--- src/rtl/codec_cfg_pkg.sv ---
// rtl/codec_cfg_pkg.sv - shared states, constants and init table for the WM8731 config sequencer
package codec_cfg_pkg;

    typedef enum logic [2:0] {
        S_PWR,
        S_LOAD,
        S_GO,
        S_WAIT_END,
        S_GAP,
        S_IDLE,
        S_VOL
    } state_t;

    localparam logic [7:0]  DEV_ADDR      = 8'h34;
    localparam logic [3:0]  INIT_LEN      = 4'd10;
    localparam logic [15:0] VOL_WORD_BASE = 16'h0500;

    // Words 2 and 3 carry the live headphone volume, so the table is a function of it.
    function automatic logic [15:0] init_word(input logic [3:0] index, input logic [6:0] vol);
        logic [15:0] vol_ext;
        vol_ext = {9'd0, vol};
        case (index)
            4'd0:    init_word = 16'h001A;
            4'd1:    init_word = 16'h021A;
            4'd2:    init_word = 16'h0400 | vol_ext;
            4'd3:    init_word = 16'h0600 | vol_ext;
            4'd4:    init_word = 16'h0812;
            4'd5:    init_word = 16'h0A06;
            4'd6:    init_word = 16'h0C00;
            4'd7:    init_word = 16'h0E01;
            4'd8:    init_word = 16'h1002;
            4'd9:    init_word = 16'h1201;
            default: init_word = 16'h0000;
        endcase
    endfunction

endpackage

--- src/rtl/codec_cfg_sequencer_vol_stepper.sv ---
// rtl/codec_cfg_sequencer_vol_stepper.sv - saturating headphone volume register with change detect
module vol_stepper #(
    parameter logic [6:0] VOL_DEFAULT = 7'd121,
    parameter logic [6:0] VOL_MIN     = 7'd48,
    parameter logic [6:0] VOL_MAX     = 7'd127,
    parameter logic [6:0] VOL_STEP    = 7'd3
) (
    input  logic       clk,
    input  logic       rst,
    input  logic       en,
    input  logic       up,
    input  logic       dn,
    output logic [6:0] vol,
    output logic       changed
);

    logic [7:0] up_sum;
    logic [7:0] dn_floor;
    logic [6:0] vol_next;

    // 8-bit arithmetic so neither direction can wrap before the clamp is applied.
    always_comb begin
        up_sum   = {1'b0, vol} + {1'b0, VOL_STEP};
        dn_floor = {1'b0, VOL_MIN} + {1'b0, VOL_STEP};
        vol_next = vol;
        if (en && up && !dn) begin
            vol_next = (up_sum > {1'b0, VOL_MAX}) ? VOL_MAX : up_sum[6:0];
        end else if (en && dn && !up) begin
            vol_next = ({1'b0, vol} < dn_floor) ? VOL_MIN : (vol - VOL_STEP);
        end
    end

    assign changed = (vol_next != vol);

    always_ff @(posedge clk) begin
        if (rst) begin
            vol <= VOL_DEFAULT;
        end else begin
            vol <= vol_next;
        end
    end

endmodule

--- src/rtl/codec_cfg_sequencer.sv ---
// rtl/codec_cfg_sequencer.sv - WM8731 power-up table writer and headphone volume updater over I2C
module codec_cfg_sequencer
    import codec_cfg_pkg::*;
#(
    parameter int         INIT_DELAY  = 50000,
    parameter int         GAP_CYCLES  = 1000,
    parameter int         MAX_RETRY   = 3,
    parameter logic [6:0] VOL_DEFAULT = 7'd121,
    parameter logic [6:0] VOL_MIN     = 7'd48,
    parameter logic [6:0] VOL_MAX     = 7'd127,
    parameter logic [6:0] VOL_STEP    = 7'd3
) (
    input  logic        iCLK,
    input  logic        iRST,
    input  logic        iVOL_UP,
    input  logic        iVOL_DN,
    output logic [23:0] oI2C_DATA,
    output logic        oI2C_GO,
    input  logic        iI2C_END,
    input  logic        iI2C_ACK,
    output logic [6:0]  oVOL,
    output logic        oBUSY,
    output logic        oCFG_DONE,
    output logic        oERR
);

    localparam int CNT_MAX = (INIT_DELAY > GAP_CYCLES) ? INIT_DELAY : GAP_CYCLES;
    localparam int CNT_W   = $clog2(CNT_MAX + 1);
    localparam int RETRY_W = (MAX_RETRY > 0) ? $clog2(MAX_RETRY + 1) : 1;

    localparam logic [CNT_W-1:0]   PWR_LAST  = CNT_W'(INIT_DELAY - 1);
    localparam logic [CNT_W-1:0]   GAP_LAST  = CNT_W'(GAP_CYCLES - 1);
    localparam logic [RETRY_W-1:0] RETRY_LIM = RETRY_W'(MAX_RETRY);

    state_t             state, state_n;
    logic [3:0]         index, index_n;
    logic [RETRY_W-1:0] retry, retry_n;
    logic [CNT_W-1:0]   cnt, cnt_n;
    logic [23:0]        data_n;
    logic               go_n, done_n, err_n;
    logic               in_init, in_init_n;
    logic               resend, resend_n;
    logic               abort, abort_n;
    logic               vol_pending, pend_n, pend_clr;
    logic               vol_changed;

    vol_stepper #(
        .VOL_DEFAULT (VOL_DEFAULT),
        .VOL_MIN     (VOL_MIN),
        .VOL_MAX     (VOL_MAX),
        .VOL_STEP    (VOL_STEP)
    ) u_vol (
        .clk     (iCLK),
        .rst     (iRST),
        .en      (state != S_PWR),
        .up      (iVOL_UP),
        .dn      (iVOL_DN),
        .vol     (oVOL),
        .changed (vol_changed)
    );

    assign oBUSY = (state != S_IDLE);

    always_comb begin
        state_n   = state;
        index_n   = index;
        retry_n   = retry;
        cnt_n     = cnt;
        data_n    = oI2C_DATA;
        go_n      = oI2C_GO;
        done_n    = oCFG_DONE;
        err_n     = oERR;
        in_init_n = in_init;
        resend_n  = resend;
        abort_n   = abort;
        pend_clr  = 1'b0;
        case (state)
            S_PWR: begin
                if (cnt == PWR_LAST) begin
                    cnt_n   = '0;
                    state_n = S_LOAD;
                end else begin
                    cnt_n = cnt + CNT_W'(1);
                end
            end
            S_LOAD: begin
                data_n   = {DEV_ADDR, init_word(index, oVOL)};
                // Words 2/3 already carry the current volume, so a pending update is redundant.
                pend_clr = (index == 4'd2) || (index == 4'd3);
                state_n  = S_GO;
            end
            S_GO: begin
                go_n    = 1'b1;
                state_n = S_WAIT_END;
            end
            S_WAIT_END: begin
                if (iI2C_END) begin
                    go_n    = 1'b0;
                    state_n = S_GAP;
                    if (iI2C_ACK) begin
                        retry_n  = '0;
                        resend_n = 1'b0;
                        if (in_init) index_n = index + 4'd1;
                    end else if (retry < RETRY_LIM) begin
                        retry_n  = retry + RETRY_W'(1);
                        resend_n = 1'b1;
                    end else begin
                        retry_n  = '0;
                        resend_n = 1'b0;
                        abort_n  = 1'b1;
                        err_n    = 1'b1;
                    end
                end
            end
            S_GAP: begin
                if (cnt == GAP_LAST) begin
                    cnt_n = '0;
                    if (abort) begin
                        abort_n   = 1'b0;
                        in_init_n = 1'b0;
                        state_n   = S_IDLE;
                    end else if (resend) begin
                        // oI2C_DATA still holds the NACKed word.
                        state_n = S_GO;
                    end else if (in_init && (index < INIT_LEN)) begin
                        state_n = S_LOAD;
                    end else begin
                        if (in_init) done_n = 1'b1;
                        in_init_n = 1'b0;
                        state_n   = S_IDLE;
                    end
                end else begin
                    cnt_n = cnt + CNT_W'(1);
                end
            end
            S_IDLE: begin
                if (vol_pending) state_n = S_VOL;
            end
            S_VOL: begin
                data_n   = {DEV_ADDR, VOL_WORD_BASE | {9'd0, oVOL}};
                pend_clr = 1'b1;
                state_n  = S_GO;
            end
            default: state_n = S_PWR;
        endcase
        // A request landing on the same edge as a load is newer than the loaded word.
        if (vol_changed)   pend_n = 1'b1;
        else if (pend_clr) pend_n = 1'b0;
        else               pend_n = vol_pending;
    end

    always_ff @(posedge iCLK) begin
        if (iRST) begin
            state       <= S_PWR;
            index       <= '0;
            retry       <= '0;
            cnt         <= '0;
            oI2C_DATA   <= '0;
            oI2C_GO     <= 1'b0;
            oCFG_DONE   <= 1'b0;
            oERR        <= 1'b0;
            in_init     <= 1'b1;
            resend      <= 1'b0;
            abort       <= 1'b0;
            vol_pending <= 1'b0;
        end else begin
            state       <= state_n;
            index       <= index_n;
            retry       <= retry_n;
            cnt         <= cnt_n;
            oI2C_DATA   <= data_n;
            oI2C_GO     <= go_n;
            oCFG_DONE   <= done_n;
            oERR        <= err_n;
            in_init     <= in_init_n;
            resend      <= resend_n;
            abort       <= abort_n;
            vol_pending <= pend_n;
        end
    end

endmodule

--- config.mk ---
export PLATFORM = sky130hd
export DESIGN_NAME = codec_cfg_sequencer
export DESIGN_NICKNAME = d
export VERILOG_FILES = /design/src/rtl/codec_cfg_pkg.sv /design/src/rtl/codec_cfg_sequencer_vol_stepper.sv /design/src/rtl/codec_cfg_sequencer.sv
export SDC_FILE = /design/constraint.sdc
export NUM_CORES = 1
export LEC_CHECK = 0
export CAP_MARGIN = 10
export CORE_AREA = 2 2 91 93
export CTS_CLUSTER_SIZE = 12
export DETAILED_ROUTE_END_ITERATION = 10
export DIE_AREA = 0 0 93 95
export PLACE_DENSITY = 0.7
export SYNTH_ARGS = -nofsm -noshare
export SYNTH_HDL_FRONTEND = slang
export SYNTH_SLANG_ARGS = --single-unit
--- constraint.sdc ---
create_clock -name iCLK -period 1.91 [get_ports iCLK]
set_input_delay 0.2865 -clock iCLK [delete_from_list [all_inputs] [get_ports iCLK]]
set_output_delay 0.2865 -clock iCLK [all_outputs]
set_load 0.03 [all_outputs]
==> results of run 1 <==
[metal layers]
layer	share of wire	global-route usage	wire (um)	vias up
met2	0.50	0.295	3580	81
met1	0.43	0.208	3060	1331
met3	0.043	0.0263	302	12
met4	0.020	0.0686	142	0
li1	-	-	-	1422
met5	0	0	0	-
[cell usage after synthesis (2+ instances only)]
library cell  number  share of area
a2111oi_0          3         0.0090
a211o_1            2         0.0060
a211oi_1           5          0.013
a21o_1             4          0.010
a21oi_1           24          0.041
a221oi_1           3         0.0090
a222oi_1           3          0.010
a22oi_1            7          0.018
a31oi_1            2         0.0043
a32oi_1            2         0.0060
and3_1             3         0.0064
buf_2              2         0.0034
buf_4             11          0.028
clkbuf_1          19          0.024
dfxtp_1           52           0.36
ha_1               8          0.034
inv_1             11          0.014
mux2i_1            4          0.014
nand2_1           27          0.035
nand2b_1           5          0.011
nand3_1            7          0.012
nand4_1            8          0.017
nand4b_1           3         0.0090
nor2_1            70          0.090
nor2b_1            7          0.015
nor3_1             8          0.014
nor3b_1            3         0.0077
nor4b_1            2         0.0060
o211a_1            2         0.0069
o21a_1             3         0.0077
o21ai_0           15          0.026
o21bai_1           2         0.0052
o22ai_1            2         0.0043
or2_2              2         0.0043
or3_1              4         0.0086
xnor2_1            7          0.021
xor2_1            13          0.039
[registers in the layout, indices dropped and copies added (netlist names)]
| register | cells |
|---|---|
| abort | 1 |
| cnt | 16 |
| in_init | 1 |
| index | 4 |
| oCFG_DONE | 1 |
| oERR | 1 |
| oI2C_DATA | 13 |
| oI2C_GO | 1 |
| resend | 1 |
| retry | 2 |
| state | 3 |
| u_vol.vol | 7 |
| vol_pending | 1 |
[metrics by stage]
| step | setup WS, ns | power (mW) |
|---|---|---|
| after global placement | -0.268 | 1.22 |
| after detailed placement | -0.285 | 1.22 |
| final | 0.0485 | 1.89 |
| after CTS | 0.0432 | 1.92 |
| after floorplan | -0.0393 | 1.19 |
| after global routing | -0.0556 | 1.97 |
[tightest hold or removal path, delay by kind of cell (launching register included)]
family	cells	cell delay, ns
buf+inv	1	0.05
compound gates	1	0.05
flops	1	0.34
[cell families after synthesis]
kind of cell,after synthesis
xor+xnor,20
mux,5
other cells,1
flops,52
simple gates,157
fa+ha+maj,8
compound gates,86
buf+inv,43
[path summary, 6_finish.rpt]
check,endpoint,depth (start not counted),slack (ns)
setup / recovery,state[1]$_SDFFE_PP0P_,8,0.05
setup reg to reg,state[1]$_SDFFE_PP0P_,8,0.05
hold reg to reg,oI2C_DATA[20]$_SDFFE_PP0P_,2,0.48
hold / removal,oI2C_DATA[20]$_SDFFE_PP0P_,2,0.48
[layout make-up]
class / count / area share
inverters: 11 / 0.0110
well taps: 105 / 0.0349
repair buffers: 80 / 0.183
multi-input cells: 285 / 0.466
clock inverters: 3 / 0.00765
flip-flops and latches: 52 / 0.279
clock buffers: 5 / 0.0183
[power groups by stage]
| stage | combinational [mW] | sequential, mW | clock (mW) |
|---|---|---|---|
| global placement | 0.0985 | 1.12 | 0 |
| finish | 0.101 | 1.09 | 0.695 |
| detailed placement | 0.0999 | 1.12 | 0 |
| global route | 0.112 | 1.09 | 0.761 |
| floorplan | 0.0704 | 1.12 | 0 |
| CTS | 0.101 | 1.09 | 0.729 |
[repair_timing]
action	in CTS	in global routing
setup endpoints to repair	6	10
gates resized for setup	5	13
hold buffers	0	0
pin swaps	0	2
buffers inserted	0	0
==> flow_summary.toml, run 1 <==
[global_route]
grt_first_pass_wirelength_um = 12200
grt_max_degree = 38
antenna_found_initial = 0
grt.total_usage = 0.169
grt_pass1_vias = 2694
grt_overflow_total = 0

[worst_setup_path]
path_cells = "ha_1, nor4b_4, nand4_1, mux2_4, a221oi_2, buf_4, a22oi_1, nor2_1"
cp_top_family = "simple AND/OR/NAND/NOR gates"
path_max_fanout = 2
slowest_stage = "dfxtp_1"
slowest_delay_ns = 0.35
startpoint = "cnt[0]$_SDFFE_PP0P_"
crit_path_end_kind = "flop"
path_buf_inv = 1
crit_arrival_ns = 2.13
start_kind = "flop"
reg2reg_from = "cnt[0]$_SDFFE_PP0P_"
critPathKind = "flop to flop"
worst_ep_required_time_ns = 2.18

[layout]
antenna_cells = 0
area_delta_synth_final_pct = 29.2
n_fill_cell = 792
final_cell_mix = "69 x nor2_1, 48 x buf_4, 46 x dfxtp_1, 30 x clkdlybuf4s50_1, 27 x nand2_1"
drive_gt1_frac = 0.181
fin_area_um2 = 3760
final_cell_count_no_fill = 541
fin_util = 0.475
multi_input_area_um2 = 1760
layout_commonest_cell = "nor2_1"
final_nets = 449
register_area_um2 = 1050

[routing]
finalWirelength_um = 7080
antenna_left = 0
vias_per_cell = 5.26
drtPass1Iterations = 4
routedWlPerCell_um = 13.1
post-route-drc-count = 0
vias = 2846
first_iter_violations = 138

[yosys]
ys_seq_area_frac = 0.357
yosysUniqueCellTypes = 54
synth_warnings = 0
synth_compound_area_frac = 0.200
ys_ff_latch = 52
ys_async_sr_fraction = 0
synth_ff_type = "dfxtp_1"
synthSimpleGateAreaFrac = 0.259
synthMuxAreaShare = 0.0176
synth_top_family_by_area = "simple AND/OR/NAND/NOR gates"
syn_inst = 372
synth_xor_area_frac = 0.0601
synth-adder-area-share = 0.0344
syn_area_per_cell_um2 = 7.83
syn_area_um2 = 2910
synth_edf_count = 0

[timing]
period_needed_ns = 1.86
rsz0062_at_grt = "true"
clock.fmax_mhz = 537
finalHoldViolCount = 0
setup_tns_ns = 0
fin_crit_sh = 0.975
setup-violations-final = 0
skew_ns = 0.0135
holdWs_ns = 0.477
slew_viol_final = 0

[placement]
io_buffers = 31
place_congestion = 0.941
dpl_cell_area_um2 = 3610
place_hpwl_um = 5230
dp_cells = 533

[power]
power.switching_mw = 0.481
p_leak_nw = 1.44
p_per_area_nw_per_um2 = 502
seqPwrFrac = 0.578
vdd_drop_max_mv = 0.310
p_clk_frac = 0.368
combPwrFrac = 0.053
internal_power_mw = 1.41
swShare = 0.255

[clocking]
htreeDepth = 2
cts_buffers = 5
cts.clk_slew.worst_paths_ns = 0.11
numClockSinks = 52
clockBufferDepth = 2
clkLatencyLatePin_ns = 0.32
cts_root_buf = "clkbuf_8"
cts_tree = "done"

[floorplanning]
die_h_um = 95
fp.dieW_um = 93
ios = 41
num_rows = 33
die_area_um2 = 8840
coreArea_um2 = 7930
initial_utilization = 0.367

[worst_hold_path]
min_from = "oI2C_DATA[20]$_SDFFE_PP0P_"
hold_class = "flop to flop"

[status]
status = "finished clean"

[job]
maxCapViolCount = 0
Note: power is estimated with default switching activity, not from simulation.
==> inputs of run 2 (changes only) <==
--- a/config.mk
+++ b/config.mk
@@ -10,7 +10,7 @@
 export CTS_CLUSTER_SIZE = 12
 export DETAILED_ROUTE_END_ITERATION = 10
 export DIE_AREA = 0 0 93 95
-export PLACE_DENSITY = 0.7
+export PLACE_DENSITY = 0.69
 export SYNTH_ARGS = -nofsm -noshare
 export SYNTH_HDL_FRONTEND = slang
 export SYNTH_SLANG_ARGS = --single-unit
==> run 2 against run 1 <==
Net effect:
- first-iteration DRC count fell by 25%
- critical path type is now flop to output port
- via count grew 0.67%
- cell count grew 1.1%
- final area grew 1.6%
- clock power shrank 1%
- combinational power hardly changed
- non-clock buffer count increased by 6
- global-route usage increased by 0.098 points
==> flow_summary.toml, run 2 (synthesis results as in run 1) <==
[layout]
antenna_cells = 0
regMostFlops = "cnt"
n_fill_cell = 763
layout_commonest_cell = "nor2_1"
area_delta_synth_final_pct = 31.2
multi_input_area_um2 = 1780
drive_gt1_frac = 0.204
fin_area_um2 = 3820
register_area_um2 = 1050
reg_top3 = "cnt: 16 flops, oI2C_DATA: 13 flops, u_vol.vol: 7 flops"
final_cell_count_no_fill = 547
final_cell_mix = "70 x nor2_1, 55 x buf_4, 44 x dfxtp_1, 30 x clkdlybuf4s50_1, 27 x nand2_1"
largest_reg_flops = 16
final_nets = 455

[power]
p_leak_nw = 1.47
total_power_mw = 1.88
p_per_area_nw_per_um2 = 493
vdd_drop_max_mv = 0.297

[global_route]
grt.total_usage = 0.170
antenna_found_initial = 0
grt_first_pass_wirelength_um = 12100
grt_max_degree = 22
grt_overflow_total = 0
grt_pass1_vias = 2633

[worst_hold_path]
min_to = "oI2C_DATA[20]$_SDFFE_PP0P_"
holdPathStages = 2
hold_class = "flop to flop"
min_from = "oI2C_DATA[20]$_SDFFE_PP0P_"

[status]
status = "finished clean"

[placement]
dp_cells = 538
place_hpwl_um = 5580
io_buffers = 31
post-place-ws_ns = -0.282
place_congestion = 0.954
dpl_cell_area_um2 = 3640

[clocking]
cts.clk_slew.worst_paths_ns = 0.11
htreeDepth = 2
cts_buffers = 5
cts_tree = "done"
clockBufferDepth = 2
numClockSinks = 52
clkLatencyLatePin_ns = 0.32
cts_root_buf = "clkbuf_8"

[floorplanning]
die_h_um = 95
num_rows = 33
fp.dieW_um = 93
ios = 41
coreArea_um2 = 7930
initial_utilization = 0.367
die_area_um2 = 8840

[worst_setup_path]
slowest_stage = "clkdlybuf4s50_1"
critPathKind = "flop to output port"
worst_ep_required_time_ns = 1.62
r2r_end = "vol_pending$_SDFFE_PP0P_"
reg2reg_depth = 5
path_max_fanout = 15
slowest_delay_ns = 0.73
start_kind = "flop"
crit_path_end_kind = "output port"
cp_top_family = "buffers and inverters"
crit_arrival_ns = 1.57
reg2reg_from = "u_vol.vol[0]$_SDFF_PP1_"
r2r_slack_ns = 0.06
path_buf_inv = 1
cp_num_cells = 1
path_cells = "clkdlybuf4s50_1"

[routing]
vias_per_cell = 5.24
routedWlPerCell_um = 13.5
first_iter_violations = 104
post-route-drc-count = 0
vias = 2865
drtPass1Iterations = 6
antenna_left = 0
finalWirelength_um = 7380

[timing]
finalHoldViolCount = 0
fin_crit_sh = 0.972
slew_viol_final = 0
period_needed_ns = 1.86
skew_ns = 0.0104
setup-violations-final = 0
clock.fmax_mhz = 539
rsz0062_at_grt = "true"
setup_tns_ns = 0
setup_ws_ns = 0.0536

[job]
maxCapViolCount = 0
[run 2: cell count changes in the layout (fill, tap and decap cells not counted), sizes merged]
| cell | delta |
|---|---|
| buf | +6 |
| clkinvlp | +1 |
| inv | -1 |
[run 2: cell type report]
type                    count  area share
multi-input cells         285       0.466
flip-flops and latches     52       0.276
repair buffers             86       0.189
well taps                 105      0.0344
clock buffers               5      0.0180
inverters                  11      0.0108
clock inverters             3     0.00655
[run 2: worst max-delay path by stage]
stage / to / slack [ns] / from
5_1_grt: vol_pending$_SDFFE_PP0P_ / -0.03 / state[1]$_SDFFE_PP0P_
2_1_floorplan: u_vol.vol[3]$_SDFF_PP1_ / -0.04 / u_vol.vol[1]$_SDFF_PP0_
4_1_cts: state[2]$_SDFFE_PP0P_ / 0.006 / cnt[0]$_SDFFE_PP0P_
3_5_place_dp: vol_pending$_SDFFE_PP0P_ / -0.28 / iVOL_DN
6_report: oVOL[6] / 0.05 / u_vol.vol[6]$_SDFF_PP1_
3_3_place_gp: vol_pending$_SDFFE_PP0P_ / -0.23 / iVOL_DN
[run 2: where the power goes]
| group | switching, mW | internal, mW |
|---|---|---|
| clock | 0.419 | 0.268 |
| sequential | 0.00504 | 1.09 |
| combinational | 0.0608 | 0.0429 |
| total | 0.484 | 1.40 |
[run 2: metal layers]
| layer | vias to the layer above | global-route usage | wire [um] |
|---|---|---|---|
| li1 | 1433 | - | - |
| met1 | 1345 | 0.206 | 3220 |
| met2 | 72 | 0.299 | 3720 |
| met3 | 15 | 0.0279 | 274 |
| met4 | 0 | 0.0686 | 170 |
| met5 | - | 0 | 0 |
[run 2: timing repair]
action	4_1_cts	5_1_grt
pin swaps	0	4
setup buffers	0	1
setup endpoints to repair	4	24
resized for setup	3	19
hold buffers	0	0
cloned	0	0
[run 2: per-stage QoR]
stage	utilization	hold slack, ns
final	0.482	0.480
after global routing	0.482	0.514
after CTS	0.472	0.490
after detailed placement	0.459	0.463
after global placement	0.459	0.454
after floorplan	-	0.461
